File: src/rtl/dexie_cf_buffer.sv
// Control-flow event buffer between the branch unit's DExIE outputs and the external monitor.
// FWFT circular FIFO with optional sequential-event filter, early stall request and drop accounting.
module dexie_cf_buffer #(
  parameter int DEPTH              = 8,
  parameter int ALMOST_FULL_MARGIN = 2,
  parameter int FILTER_SEQUENTIAL  = 1,
  parameter int DROP_COUNT_W       = 16
) (
  input  logic                       clk,
  input  logic                       rst,
  input  logic                       cf_valid,
  input  logic [31:0]                cf_cur_pc,
  input  logic [31:0]                cf_cur_instruction,
  input  logic [31:0]                cf_next_pc,
  output logic                       out_valid,
  input  logic                       out_ready,
  output logic [31:0]                out_cur_pc,
  output logic [31:0]                out_instruction,
  output logic [31:0]                out_next_pc,
  output logic [$clog2(DEPTH):0]     occupancy,
  output logic                       stall_request,
  output logic                       overflow,
  input  logic                       clear_overflow,
  output logic [DROP_COUNT_W-1:0]    drop_count
);

  localparam int PTR_W = $clog2(DEPTH);
  localparam int OCC_W = PTR_W + 1;

  typedef struct packed {
    logic [31:0] cur_pc;
    logic [31:0] instruction;
    logic [31:0] next_pc;
  } entry_t;

  entry_t                  mem [DEPTH];
  logic [PTR_W-1:0]        rd_ptr;
  logic [PTR_W-1:0]        wr_ptr;
  logic [OCC_W-1:0]        occ;
  logic                    overflow_q;
  logic [DROP_COUNT_W-1:0] drop_q;

  logic filtered;
  logic accept;
  logic full;
  logic pop;
  logic push;
  logic drop;

  function automatic logic is_cf_opcode(input logic [6:0] op);
    return (op == 7'b1101111) || (op == 7'b1100111) || (op == 7'b1100011);
  endfunction

  function automatic logic [DROP_COUNT_W-1:0] sat_inc(input logic [DROP_COUNT_W-1:0] v);
    return (&v) ? v : v + 1'b1;
  endfunction

  always_comb begin
    filtered = 1'b0;
    if (FILTER_SEQUENTIAL != 0)
      filtered = (cf_next_pc == cf_cur_pc + 32'd4) && !is_cf_opcode(cf_cur_instruction[6:0]);
    accept = cf_valid & ~filtered;
    full   = (occ == OCC_W'(DEPTH));
    pop    = out_valid & out_ready;
    push   = accept & (~full | pop);
    drop   = accept & full & ~pop;
  end

  // Control state: pointers, occupancy and drop accounting
  always_ff @(posedge clk) begin
    if (rst) begin
      rd_ptr     <= '0;
      wr_ptr     <= '0;
      occ        <= '0;
      overflow_q <= 1'b0;
      drop_q     <= '0;
    end else begin
      if (push) wr_ptr <= wr_ptr + 1'b1;
      if (pop)  rd_ptr <= rd_ptr + 1'b1;
      if (push && !pop)      occ <= occ + 1'b1;
      else if (pop && !push) occ <= occ - 1'b1;
      // A drop in the same cycle as a clear restarts the count at one
      if (drop) begin
        overflow_q <= 1'b1;
        drop_q     <= clear_overflow ? DROP_COUNT_W'(1) : sat_inc(drop_q);
      end else if (clear_overflow) begin
        overflow_q <= 1'b0;
        drop_q     <= '0;
      end
    end
  end

  // Payload storage carries no reset; emptiness is masked at the output
  always_ff @(posedge clk) begin
    if (push) mem[wr_ptr] <= '{cur_pc: cf_cur_pc, instruction: cf_cur_instruction, next_pc: cf_next_pc};
  end

  always_comb begin
    out_valid       = (occ != '0);
    out_cur_pc      = out_valid ? mem[rd_ptr].cur_pc      : 32'd0;
    out_instruction = out_valid ? mem[rd_ptr].instruction : 32'd0;
    out_next_pc     = out_valid ? mem[rd_ptr].next_pc     : 32'd0;
    occupancy       = occ;
    stall_request   = (occ >= OCC_W'(DEPTH - ALMOST_FULL_MARGIN));
    overflow        = overflow_q;
    drop_count      = drop_q;
  end

endmodule

File: config.mk
export PLATFORM = sky130hd
export DESIGN_NAME = dexie_cf_buffer
export DESIGN_NICKNAME = d
export VERILOG_FILES = /design/src/rtl/dexie_cf_buffer.sv
export SDC_FILE = /design/constraint.sdc
export NUM_CORES = 1
export LEC_CHECK = 0
export BUFFER_PORTS_ARGS = -buffer_cell sky130_fd_sc_hd__buf_2
export CAP_MARGIN = 20
export CORE_MARGIN = 2
export CORE_UTILIZATION = 60
export DETAILED_ROUTE_END_ITERATION = 10
export PLACE_DENSITY = 0.86
export SYNTH_ARGS = -nofsm -noshare
export SYNTH_HDL_FRONTEND = slang
export SYNTH_SLANG_ARGS = --single-unit
File: constraint.sdc
create_clock -name clk -period 34.8 [get_ports clk]
set_input_delay 3.48 -clock clk [delete_from_list [all_inputs] [get_ports clk]]
set_output_delay 3.48 -clock clk [all_outputs]
set_load 0.05 [all_outputs]
### Yosys cells after proc, flatten, opt, wreduce, memory -nomap -nowiden

Memories as Yosys holds them, arrays and structs flattened. A register that Yosys moved wholly into a read port is not among the register bits.
Index checks and enable logic that the tools add are counted.

| operators by class | value |
|---|---|
| reduce and logical (&&, ||, !) cells | 13 |
| equality and inequality tests | 6 |
| $lt $le $gt $ge | 1 |
| $add $sub $neg | 6 |
| bitwise operators | 9 |
| muxes and demuxes | 15 |

Operators by type and width:

| operator | number |
|---|---|
| two-way mux 32 bit | 3 |
| two-way mux 16 bit | 4 |
| adder 32 x 3 -> 32 bit, second input constant | 1 |
| equality test 32 bit | 1 |
| equality test 7 bit, second input constant | 3 |
| adder 16 x 1 -> 16 bit, second input constant | 1 |
| AND reduction 16 bit | 1 |
| two-way mux 4 bit | 2 |
| adder 3 x 1 -> 3 bit, second input constant | 2 |
| two-way mux 3 bit | 2 |
| AND 1 bit | 5 |
| adder 4 x 1 -> 4 bit, second input constant | 1 |
| equality test 4 bit, second input constant | 1 |
| greater-or-equal comparator 4 x 3 -> 1 bit, second input constant | 1 |
| two-way mux 1 bit | 4 |
| nonzero test 2 bit | 2 |
| nonzero test 4 bit | 1 |
| subtractor 4 x 1 -> 4 bit, second input constant | 1 |
| logical AND 1 bit | 3 |
| logical NOT 1 bit | 3 |
| NOT 1 bit | 3 |
| logical OR 1 bit | 2 |
| != test 2 bit, second input constant | 1 |
| AND reduction 2 bit | 1 |
| OR 1 bit | 1 |

| storage, ports and cells | value |
|---|---|
| output and inout bits | 119 |
| register bits | 27 |
| RAM bits | 768 |
| memories kept | 1 |

Memory list:

| name | depth | width | rd ports | clocked after Yosys merged registers in | wr ports | line | RTL |
|---|---|---|---|---|---|---|---|
| mem | 8 | 96 | 1 | 1 | 1 | 36 | `entry_t mem [DEPTH];` |

### Longest topological paths before layout

Gate-level depths: netlist (run 1).

| depth | value |
|---|---|
| word-level depth | 12 |
| depth in mapped cells | 18 |
| depth with buffers taken out | 16 |

### Worst setup path after synthesis (run 1)

No wires, ideal clock.

| path | value |
|---|---|
| path type | in2reg |
| start | input port cf_cur_pc[2] |
| end | memory mem[1][0] (netlist name), enable pin |
| path buffers | 2 |
| setup slack | 18915 ps |
| arrival | 15065 ps |
| stages | 10 |
| cells stage by stage | ha_1 > clkbuf_1 > nand3_1 > or4_1 > xnor2_1 > nand4_1 > nor4_1 > buf_4 > nor2_1 > nor4b_1 |

| between the ends | value |
|---|---|
| cells in the longest elaborated chain, start to end | 8 |

Ends and longest elaborated chain:

| item | line | RTL |
|---|---|---|
| start: declaration | 12 | `input logic [31:0] cf_cur_pc,` |
| adder 32 x 3 -> 32 bit | 61 | `filtered = (cf_next_pc == cf_cur_pc + 32'd4) && !is_cf_opcode(cf_cur_instruction[6:0]);` |
| equality test 32 bit | 61 |  |
| logical AND 1 bit | 61 |  |
| NOT 1 bit | 62 | `accept = cf_valid & ~filtered;` |
| AND 1 bit | 62 |  |
| AND 1 bit | 65 | `push = accept & (~full \| pop);` |
| net push | 47 | `logic push;` |
| two-way mux 1 bit | 95 | `if (push) mem[wr_ptr] <= '{cur_pc: cf_cur_pc, instruction: cf_cur_instruction, next_pc: cf_next_pc};` |
| two-way mux 1 bit (implied by the code) | 95 |  |
| end: declaration | 36 |  |

The timed path passes the listed nets, and every way through them passes these cells.

==> run_results.csv, run 1 <==
group,metric,value,unit
synthesis,syn-instance-count,1553,
die,die_y,233.6,µm
clock_tree,ctsHtreeMaxLevel,3,
global_route,grt_use_total,0.2714,
synthesis,syn_area,0.03163,mm²
clock_tree,cts_setup_buffers,0,
flow_run,maxCapViolCount,0,
timing,min_period_over_period,0.2313,
timing,slew_headroom,0.2438,
setup_path,worstPathCellList,"buf_4 -> buf_4 -> mux4_2 -> mux2i_1 -> nor2_1 -> buf_2",
setup_path,critical_path_class,"reg -> out",
pwr,finalPower,2.704,mW
setup_path,r2r_end,"mem[5][14]$_DFFE_PP_",
timing,finClkSkew,25.43,ps
clock_tree,cts_inserted_buffers,77,
clock_tree,cts_tree,"yes",
synthesis,synth_edf_count,768,
cells_and_area,layout-drive-gt1-share,0.2992,
setup_path,cp-end-kind,"output pin",
synthesis,synth_area_leaders,"edfxtp_1, mux4_2, mux2i_1",
timing,slew_violations,0,
detailed_routing,wl_per_cell,28.45,µm
setup_path,cp-start-kind,"flop",
clock_tree,clk_latency,630,ps
die,die_x,233.6,µm
global_route,antenna_found_initial,17,
synthesis,yosysTopAreaCell,"edfxtp_1",
global_route,grt_pass1_vias,16830,
cells_and_area,final_cells,2556,
die,die_area,0.05457,mm²
detailed_routing,first_pass_iters,7,
global_route,grt_pass1_wl,107400,µm
synthesis,postSynthNetCount,1662,
placement,portBuffers,219,
global_route,grt_use_met2,0.4539,
timing,setup_tns,0,ps
timing,hold_ws,498.8,ps
die,core,0.05234,mm²
status,status,"complete, no violations",
global_route,grt_max_degree,122,
die,start_util,0.6043,
setup_path,cp.required,31320,ps
synthesis,syn_avg_cell_area,20.37,µm²
synthesis,yosysSeqAreaShare,0.7482,
synthesis,synth-seq-cells,798,
global_route,grtUsageMet3,0.05603,
cells_and_area,areaGrowthSynthToFinish,13.65,%
pwr,p_leak,11.47,nW
timing,period_needed,8049,ps
setup_path,endpoint,"out_cur_pc[17]",
synthesis,yosys_warnings,0,
detailed_routing,ant_nets,0,
placement,placed_cells,2407,
detailed_routing,num_vias,16650,
cells_and_area,nNetsFinal,1909,
setup_path,slowest_delay,980,ps
setup_path,crit_slowest_cell,"dfxtp_4",
setup_path,cp_common_cell,"buf_4",
synthesis,synthDistinctLibCells,60,
die,boundaryPins,220,
timing,worstMarginPinSlew,1134,ps
clock_tree,cts_resized,0,
pwr,p_per_area,75.22,mW/mm²
placement,hpwl,40110,µm
cells_and_area,fillCellCount,3115,
hold_path,min_path_type,"reg -> reg",
die,rows,84,
timing,hold_viol,0,
placement,gp_congestion,0.8370,
clock_tree,postCtsHoldBufs,0,
clock_tree,ctsRootBufferMaster,"clkbuf_16",
setup_path,rr_startpoint,"occupancy[0]$_SDFFE_PP0P_",
setup_path,rr_worst_depth,6,
detailed_routing,drtIter0Drc,1871,
setup_path,worstPathArrival,4570,ps
global_route,use_met1,0.3638,
global_route,grt.overflow.total,0,
global_route,grt_busiest_layer,"met2",
timing,fmax,124.2,MHz
synthesis,synth_top_area_frac,0.7292,
clock_tree,clk_pin_slew,60,ps
synthesis,synth_flop_cell,"edfxtp_1",
detailed_routing,vias_per_cell,6.514,
pwr,vdd_drop_max,68.10,µV
synthesis,ys_async_sr_fraction,0,
setup_path,rrSetupSlack,31410,ps
setup_path,worstPathMaxFanout,68,
timing,rsz0062_at_grt,"false",
timing,setup_viol,0,
clock_tree,cts_num_sinks,798,
detailed_routing,drt_wl_total,72730,µm
clock_tree,clockBufferDepth,3,
detailed_routing,route.detailed.drc,0,
-- routing by layer --
metal / share of wire / up-vias
met1: 0.37 / 8656
met2: 0.52 / 909
met4: 0.025 / 20
li1: - / 6917
met5: 0.0018 / -
met3: 0.085 / 148
-- layout by cell type, fill, tap and decap left out, drive strengths merged, types with 12 or more instances in the layout --
cell type,n
clkbuf,100
a21oi,23
and3,12
xnor2,18
nand4,12
nand3,23
buf,245
xor2,25
inv,14
edfxtp,768
mux4,192
mux2i,100
o31ai,12
or4,14
dfxtp,30
clkinv,25
nor2,115
nand2,16
-- flip-flops by register name, summed over array words and instances (netlist names), named ones only --
signal      cells
mem           768
occupancy       4
overflow        1
wr_ptr          3
rd_ptr          3
drop_count     16
-- area by class of cell --
cell class,instances,area (µm²),share of cell area
diodes,10,25.02,0.0006962
clock buffers,100,2034,0.05660
clock inverters,37,289.0,0.008041
inverters,9,33.78,0.0009398
multi-input cells,669,7684,0.2138
flip-flops and latches,798,23670,0.6586
well taps,688,860.8,0.02395
repair buffers,245,1344,0.03739
-- worst min-delay path by stage --
stage | end | slack, ps | from | cells after the start
finish | drop_count[8]$_SDFFE_PP0P_ | 500 | drop_count[8]$_SDFFE_PP0P_ | 2
global placement | flop | 460 | rd_ptr[1]$_SDFFE_PP0P_ | 2
CTS | drop_count[10]$_SDFFE_PP0P_ | 500 | drop_count[10]$_SDFFE_PP0P_ | 2
floorplan | flop | 450 | rd_ptr[1]$_SDFFE_PP0P_ | 2
detailed placement | drop_count[10]$_SDFFE_PP0P_ | 490 | drop_count[10]$_SDFFE_PP0P_ | 2
global route | drop_count[10]$_SDFFE_PP0P_ | 530 | drop_count[10]$_SDFFE_PP0P_ | 2
-- where the power goes --
part | internal [mW] | total (mW) | leakage, nW | switching, mW
sequential | 1.09 | 1.12 | 7.22 | 0.0332
combinational | 0.266 | 0.800 | 3.14 | 0.534
clock | 0.436 | 0.780 | 1.11 | 0.344
total | 1.79 | 2.70 | 11.5 | 0.910
-- Yosys cell counts (all sizes together) (14+ instances only) --
cell type,count
dfxtp,30
a21oi,23
nand3,23
xnor2,18
xor2,25
nor2,115
nand2,16
mux4,192
or4,14
edfxtp,768
mux2i,100
clkbuf,42
buf,35
-- kinds of logic after synthesis --
kind of cell / count (synthesis) / synth area share
XOR/XNOR: 43 / 0.01191
AO/OA/AOI/OAI: 74 / 0.01610
multiplexers: 292 / 0.1684
buffers and inverters: 86 / 0.01068
adder cells (fa/ha/maj): 8 / 0.003402
AND/OR/NAND/NOR: 252 / 0.04138
flip-flops: 798 / 0.7482
-- critical path: cells and delay by family (launching register included) --
family	cells	cell delay (ps)
simple gates	1	330
buf+inv	3	2100
flops	1	980
mux	2	450
-- through the flow --
step,utilization,worst slack [ps],area (µm²)
final,0.6867,26750,35940
after detailed placement,0.6408,26830,33540
after global routing,0.6865,26540,35930
after CTS,0.6852,26700,35860
after floorplan,-,18910,31630
after global placement,0.6408,26990,33540
Power figures use the tool's default switching activity.
==> run 2: changes to the inputs <==
clock period = 8.3 ns   (was 34.8 ns; I/O delays follow)
==> run 2 against run 1 <==
Effect of this change: register-to-register slack lost 27000 ps; critical path type is now in -> reg; via count shrank 0.60%; sequential share of layout area shrank 0.27 points; clock power grew to 4.4 times the previous value; cell count grew 0.12%; first-iteration DRC count grew 0.48%; highest routed layer unchanged; hold slack lost 8.5 ps; critical path depth grew 5; sequential power grew to 4.2 times the previous value; combinational power grew to 4.2 times the previous value.
==> run_results.csv, run 2 (same netlist as run 1, synthesis figures left out) <==
group,metric,value,unit
status,status,"complete, no violations",
cells_and_area,seq_area,0.02367,mm²
pwr,p_clk_frac,0.297,
cells_and_area,design_area,0.03609,mm²
timing,slew_violations,0,
detailed_routing,first_pass_iters,5,
placement,hpwl,40570,µm
detailed_routing,vias_per_cell,6.467,
placement,placed_cells,2408,
detailed_routing,drt_wl_total,72890,µm
timing,setup_tns,0,ps
timing,fmax,192.1,MHz
detailed_routing,num_vias,16550,
global_route,grt_use_total,0.2727,
setup_path,critical_path_class,"in -> reg",
timing,worstMarginPinSlew,1068,ps
die,die_x,233.6,µm
cells_and_area,nNetsFinal,1911,
die,core,0.05234,mm²
timing,setup_viol,0,
detailed_routing,wl_per_cell,28.48,µm
pwr,finalPower,11.45,mW
pwr,p_leak,11.55,nW
clock_tree,cts_num_sinks,798,
die,boundaryPins,220,
clock_tree,ctsRootBufferMaster,"clkbuf_16",
clock_tree,clockBufferDepth,3,
detailed_routing,ant_nets,0,
cells_and_area,largest_register_ffs,768,
die,rows,84,
flow_run,maxCapViolCount,0,
clock_tree,clk_latency,620,ps
global_route,grt_pass1_vias,16870,
global_route,antenna_found_initial,23,
die,start_util,0.6043,
hold_path,min_path_type,"in -> reg",
setup_path,cp-end-kind,"flop",
pwr,sequentialPowerShare,0.412,
pwr,vdd_drop_max,328.7,µV
setup_path,rrSetupSlack,4550,ps
clock_tree,cts_resized,0,
placement,portBuffers,219,
cells_and_area,mostFrequentLayoutCell,"edfxtp_1",
timing,hold_ws,490.3,ps
setup_path,crit_start,"cf_cur_pc[2]",
global_route,grt_pass1_wl,107500,µm
clock_tree,postCtsHoldBufs,0,
setup_path,worstPathMaxFanout,51,
die,die_y,233.6,µm
pwr,p_per_area,317.3,mW/mm²
setup_path,r2r_end,"mem[2][62]$_DFFE_PP_",
pwr,swShare,0.3327,
setup_path,endpoint,"mem[2][62]$_DFFE_PP_",
timing,slew_headroom,0.2882,
setup_path,cp.required,8550,ps
detailed_routing,drtIter0Drc,1880,
clock_tree,clk_pin_slew,60,ps
cells_and_area,layout_common_cells,"edfxtp_1, buf_2, mux4_2",
cells_and_area,final_cells,2559,
cells_and_area,fillCellCount,3125,
timing,min_period_over_period,0.6273,
global_route,grt_max_degree,127,
pwr,comb_power_share,0.290,
detailed_routing,route.detailed.drc,0,
clock_tree,ctsHtreeMaxLevel,3,
setup_path,rr_startpoint,"occupancy[1]$_SDFFE_PP0P_",
timing,rsz0062_at_grt,"false",
cells_and_area,areaGrowthSynthToFinish,14.11,%
clock_tree,cts_setup_buffers,0,
timing,hold_viol,0,
die,die_area,0.05457,mm²
cells_and_area,multiInputGateArea,0.007716,mm²
timing,period_needed,5206,ps
setup_path,rr_worst_depth,6,
pwr,switching_power,3.811,mW
timing,finClkSkew,17.08,ps
placement,dpl-instance-area,0.03358,mm²
cells_and_area,top_register,"mem",
clock_tree,cts_inserted_buffers,78,
setup_path,cp-start-kind,"input pin",
cells_and_area,layout-drive-gt1-share,0.3029,
clock_tree,cts_tree,"yes",
global_route,grt.overflow.total,0,
pwr,p_int,7.642,mW
placement,gp_congestion,0.9350,
setup_path,worstPathArrival,5460,ps
==> run 2: cell count changes in the layout (fill, tap and decap cells not counted), moves of 2 or more <==
cell	previous run	this run
nor4b_4	0	2
clkinv_1	19	12
clkinv_2	3	9
clkbuf_16	78	82
inv_6	5	2
clkbuf_1	22	25
clkbuf_8	0	2
nor4b_2	2	0
==> run 2: final cells by class <==
cell class	instances	share of cell area
tap	688	0.02385
antenna	9	0.0006240
clock buffer	109	0.06022
multi-input combinational	669	0.2138
sequential	798	0.6560
timing repair buffer	246	0.03723
clock inverter	31	0.007384
inverter	9	0.0009360
==> run 2: critical path: stages <==
cell	delay [ps]
buf_2	230
ha_1	500
nand3_1	240
or4_1	540
xnor2_1	150
nand4_1	110
or4_1	360
nand3_1	380
nor3b_4	650
buf_4	740
buf_4	620
==> run 2: layer usage <==
layer,vias to the layer above,share of wire,global-route usage
met2,879,0.52,0.4611
met5,-,0.0031,0
met1,8516,0.36,0.3502
li1,6918,-,-
met4,34,0.035,0.09790
met3,203,0.084,0.06201
==> run 2: worst min-delay path by stage <==
| stage | from | endpoint | slack, ps | depth (start not counted) |
|---|---|---|---|---|
| finish | cf_cur_instruction[7] | mem[0][39]$_DFFE_PP_ | 490 | 1 |
| global route | cf_cur_instruction[8] | mem[3][40]$_DFFE_PP_ | 490 | 1 |
| CTS | cf_cur_instruction[7] | mem[6][39]$_DFFE_PP_ | 460 | 1 |
| detailed placement | drop_count[14]$_SDFFE_PP0P_ | drop_count[14]$_SDFFE_PP0P_ | 480 | 2 |
| global placement | rd_ptr[1]$_SDFFE_PP0P_ | flop | 460 | 2 |
| floorplan | rd_ptr[1]$_SDFFE_PP0P_ | flop | 450 | 2 |
==> run 2: stage by stage <==
step | util | worst slack, ps
global route | 0.6894 | 2945
detailed placement | 0.6416 | 2623
finish | 0.6895 | 3094
floorplan | - | -1392
global placement | 0.6416 | 2764
CTS | 0.6882 | 3193
==> run 2: power by group through the flow <==
stage,Combinational (mW),Clock [mW],Sequential [mW]
final,3.33,3.41,4.72
after global routing,3.52,3.58,4.74
after CTS,3.37,3.44,4.73
after detailed placement,3.35,0,4.81
after global placement,3.30,0,4.79
after floorplan,2.58,0,4.73
